File: src/rtl/wb_write_queue.sv
// Register-file write-back queue: buffers writes in a circular FIFO, issues at most one
// write per cycle, and exposes two combinational youngest-first bypass lookups.
module wb_write_queue #(
  parameter int unsigned DEPTH  = 4,
  parameter int unsigned ADDR_W = 5,
  parameter int unsigned DATA_W = 32
) (
  input  logic                  clk,
  input  logic                  rst,
  input  logic                  in_valid,
  output logic                  in_ready,
  input  logic [ADDR_W-1:0]     in_reg,
  input  logic [DATA_W-1:0]     in_data,
  input  logic                  drain_en,
  output logic                  regWrite,
  output logic [ADDR_W-1:0]     writeReg,
  output logic [DATA_W-1:0]     writeData,
  output logic [$clog2(DEPTH):0] count,
  input  logic [ADDR_W-1:0]     look1_reg,
  input  logic [ADDR_W-1:0]     look2_reg,
  output logic                  look1_hit,
  output logic                  look2_hit,
  output logic [DATA_W-1:0]     look1_data,
  output logic [DATA_W-1:0]     look2_data
);

  localparam int unsigned PTR_W = $clog2(DEPTH);
  localparam int unsigned CNT_W = PTR_W + 1;

  logic [ADDR_W-1:0] ent_reg_q  [DEPTH];
  logic [DATA_W-1:0] ent_data_q [DEPTH];

  logic [PTR_W-1:0]  head_q, head_d;
  logic [PTR_W-1:0]  tail_q, tail_d;
  logic [CNT_W-1:0]  count_q, count_d;
  logic              rw_q, rw_d;
  logic [ADDR_W-1:0] wreg_q, wreg_d;
  logic [DATA_W-1:0] wdata_q, wdata_d;
  logic              enq, deq;

  // Ready depends only on registered occupancy, so a full queue stays closed
  // even in a cycle that also dequeues.
  assign in_ready = (count_q < CNT_W'(DEPTH));

  // Writes to register 0 complete the handshake but are dropped.
  assign enq = in_valid && in_ready && (in_reg != '0);
  assign deq = drain_en && (count_q != '0);

  always_comb begin
    head_d  = head_q;
    tail_d  = tail_q;
    count_d = count_q;
    rw_d    = 1'b0;
    wreg_d  = wreg_q;
    wdata_d = wdata_q;
    if (deq) begin
      rw_d    = 1'b1;
      wreg_d  = ent_reg_q[head_q];
      wdata_d = ent_data_q[head_q];
      head_d  = head_q + PTR_W'(1);
    end
    if (enq) begin
      tail_d = tail_q + PTR_W'(1);
    end
    if (enq && !deq) begin
      count_d = count_q + CNT_W'(1);
    end else if (!enq && deq) begin
      count_d = count_q - CNT_W'(1);
    end
  end

  always_ff @(posedge clk or negedge rst) begin
    if (!rst) begin
      head_q  <= '0;
      tail_q  <= '0;
      count_q <= '0;
      rw_q    <= 1'b0;
      wreg_q  <= '0;
      wdata_q <= '0;
    end else begin
      head_q  <= head_d;
      tail_q  <= tail_d;
      count_q <= count_d;
      rw_q    <= rw_d;
      wreg_q  <= wreg_d;
      wdata_q <= wdata_d;
    end
  end

  // Entry storage needs no reset: validity is tracked by head/count.
  always_ff @(posedge clk) begin
    if (enq) begin
      ent_reg_q[tail_q]  <= in_reg;
      ent_data_q[tail_q] <= in_data;
    end
  end

  // Oldest source first so that younger matches overwrite: output stage, then head..tail.
  function automatic logic [DATA_W:0] lookup(input logic [ADDR_W-1:0] r);
    logic [DATA_W:0] res;
    logic [PTR_W-1:0] idx;
    res = '0;
    if (r != '0) begin
      if (rw_q && (wreg_q == r)) begin
        res = {1'b1, wdata_q};
      end
      for (int unsigned i = 0; i < DEPTH; i++) begin
        idx = head_q + PTR_W'(i);
        if ((CNT_W'(i) < count_q) && (ent_reg_q[idx] == r)) begin
          res = {1'b1, ent_data_q[idx]};
        end
      end
    end
    return res;
  endfunction

  assign {look1_hit, look1_data} = lookup(look1_reg);
  assign {look2_hit, look2_data} = lookup(look2_reg);

  assign regWrite  = rw_q;
  assign writeReg  = wreg_q;
  assign writeData = wdata_q;
  assign count     = count_q;

endmodule

File: config.mk
export PLATFORM = sky130hd
export DESIGN_NAME = wb_write_queue
export DESIGN_NICKNAME = d
export VERILOG_FILES = /design/src/rtl/wb_write_queue.sv
export SDC_FILE = /design/constraint.sdc
export NUM_CORES = 1
export LEC_CHECK = 0
export CAP_MARGIN = 5
export CORE_ASPECT_RATIO = 0.6
export CORE_UTILIZATION = 47
export CTS_CLUSTER_DIAMETER = 60
export CTS_CLUSTER_SIZE = 16
export DETAILED_ROUTE_END_ITERATION = 10
export PLACE_DENSITY_LB_ADDON = 0.3
export SLEW_MARGIN = 20
export SYNTH_ARGS = -nofsm -noshare
export SYNTH_HDL_FRONTEND = slang
export SYNTH_SLANG_ARGS = --single-unit
export TNS_END_PERCENT = 30
File: constraint.sdc
create_clock -name clk -period 6.8 [get_ports clk]
set_input_delay 2.04 -clock clk [delete_from_list [all_inputs] [get_ports clk]]
set_output_delay 2.04 -clock clk [all_outputs]
set_load 0.01 [all_outputs]
==> results.cfg <==
[status]
status = completed

[sta]
finalCriticalPeriod_ns = 6.787
slew_headroom_pct = 34.17
rsz0062_at_grt = true
fin_setup_tns_ns = 0
setup_violations = 0
drv_slew = 0
worst_slew_pin_slew_ns = 0.9875
period_share_pct = 99.81
finalHoldViolCount = 0
fmax_mhz = 147.3
skew_ns = 0.01234
whs_ns = 0.5500

[floorplan]
die_y_um = 130.9
floorplan.initialDensity_pct = 48.55
io-pin-count = 159
coreArea_um2 = 26820
core.rowCount = 46
die_w_um = 216.9
die_area_um2 = 28400

[drt]
drtIter0Drc = 1493
routed_wl_um = 41420
vias = 10560
first_pass_iters = 6
via_per_inst = 6.932
ant_nets = 0
drcViolationCount = 0
wl_per_cell_um = 27.19

[clock_network]
cts_inserted_buffers = 17
clockRootBuffer = clkbuf_16
clock_path_buffers = 2
cts_tree = built
cts_hold_buf = 0
cts_max_level = 4
clkSinkCount = 193
insertion_delay_ns = 0.46
path_clk_slew_ns = 0.07

[place]
post-dp-hpwl_um = 26360
place_inst = 1485
gp_congestion = 0.9157
numPortBuffers = 158

[power_and_ir_drop]
p_int_mw = 4.149
p_total_mw = 6.971
p_switching_mw = 2.822
powerDensity_nw_per_um2 = 427.4
ir_worst_vdd_mv = 0.3176
switching_share_pct = 40.48
leakage_nw = 6.307
power_frac_comb_pct = 57.8
clkPwrFrac_pct = 15.0
p_seq_share_pct = 27.1

[global_routing]
antenna_found_initial = 3
track_usage_pct = 29.63
first_global_vias = 10110
grt_pass1_wl_um = 62130
grt_max_degree = 115
overflow = 0

[min_path]
worstHoldPathCells = 2
hp-class = reg -> reg
min_to = writeData[15]
worstHoldStart = writeData[15]

[setup_path]
reg2regPathDepth = 9
cp_data_arrival_time_ns = 4.75
required_ns = 4.76
critPathKind = in -> out
rr_endpoint = head_q[1]
r2r_start = count[0]
regToRegSetupSlack_ns = 3.95
cp-start-kind = input pin
end_kind = output port
crit_fanout = 10

[logic_synthesis]
synth.distinct_cells = 47
syn_area_per_cell_um2 = 13.10
ys_ff_latch = 193
synth_nets = 1054
async_flop_share_pct = 23.32
synthFlopType = edfxtp_1
synth_edf_count = 148
ys_warn_count = 0
ys_seq_area_share_pct = 42.78
syn_inst = 994
syn_area_um2 = 13020

[cells_and_area]
nNetsFinal = 1207
post-route-util_pct = 60.81
layoutNonFillerInstCount = 1523
area_growth_pct = 25.25
multi_input_area_um2 = 6974
final_common_cell = edfxtp_1
drive_gt1_share_pct = 28.36
fill_cells = 2066
seq_area_um2 = 5578
final_cell_mix = edfxtp_1, mux4_2, nand2_1, clkdlybuf4s50_1, nor2_1

[job]
cap_violations = 0
==> power groups by stage <==
stage / Clock, mW / Sequential [mW] / Combinational, mW
finish: 1.05 / 1.89 / 4.03
global route: 1.10 / 1.93 / 4.29
CTS: 1.06 / 1.89 / 4.01
detailed placement: 0 / 1.91 / 3.97
global placement: 0 / 1.89 / 3.91
floorplan: 0 / 1.79 / 2.66
==> timing repair <==
| action | 4_1_cts | 5_1_grt |
|---|---|---|
| resized for setup | 9 | 57 |
| buffers inserted | 2 | 0 |
| pin swaps | 4 | 14 |
| setup endpoints to repair | 39 | 59 |
| cloned | 0 | 1 |
==> worst max path at each step <==
stage | startpoint | end | slack [ns]
after floorplan | look1_reg[2] | look1_data[22] | 0.94
after global placement | look1_reg[2] | look1_data[3] | -0.18
after detailed placement | look1_reg[2] | look1_data[3] | -0.21
after CTS | look1_reg[3] | look1_data[6] | 0.005
after global routing | look1_reg[2] | look1_data[18] | -0.08
final | look1_reg[2] | look1_data[26] | 0.01
==> state kept, by name (all words and copies together) (netlist names) <==
register	count
count	3
ent_data_q	128
ent_reg_q	20
head_q	2
regWrite	1
tail_q	2
writeData	32
writeReg	5
==> cells by family (layout without fill, tap and decap cells) <==
family	Yosys count	in the layout	synth area share, %
adder cells (fa/ha/maj)	9	9	0.8648
flip-flops	193	193	42.78
XOR/XNOR	58	58	4.017
buffers and inverters	114	280	4.487
multiplexers	157	157	25.92
other	0	3	0
AND/OR/NAND/NOR	254	254	8.619
AO/OA/AOI/OAI	209	209	13.32
==> synthesized netlist by cell type, drive strengths merged (12+ instances only) <==
library cell / number / share of area [%]
edfxtp: 148 / 34
or2: 32 / 1.5
xor2: 19 / 1.3
mux4: 144 / 25
dfrtp: 45 / 8.6
clkbuf: 41 / 1.2
nor2: 75 / 2.2
a32oi: 64 / 4.3
mux2i: 12 / 0.92
buf: 65 / 3.1
o31ai: 64 / 3.8
xnor2: 39 / 2.7
nand2: 122 / 3.5
a221oi: 64 / 4.3
==> per-layer routing <==
metal,up-vias,wire (µm),track usage (%)
met1,5301,17270,42.95
met5,-,17,0
met4,2,748,8.906
met2,785,17900,43.14
li1,4391,-,-
met3,79,5478,8.866
==> critical path, stage by stage <==
cell and delay [ns]:
clkdlybuf4s50_1 0.45, xor2_1 0.19, nor4_2 0.36, nand3_1 0.20
o21ba_4 0.32, buf_12 0.15, a221oi_1 0.09, o31ai_1 0.31
clkdlybuf4s50_1 0.61
==> stage by stage <==
| step | instance area [µm²] | setup WS (ns) |
|---|---|---|
| CTS | 16120 | 0.005272 |
| global placement | 15480 | -0.1803 |
| floorplan | 13020 | 0.9367 |
| global route | 16300 | -0.07884 |
| finish | 16310 | 0.01292 |
| detailed placement | 15480 | -0.2092 |
==> final cells by class <==
cell class	count	share of cell area, %
tap	360	2.762
clock inverter	12	0.8132
antenna	3	0.04603
sequential	193	34.20
timing repair buffer	240	16.36
multi-input combinational	687	42.76
clock buffer	20	2.869
inverter	8	0.1841
Note: power is estimated with default switching activity, not from simulation.
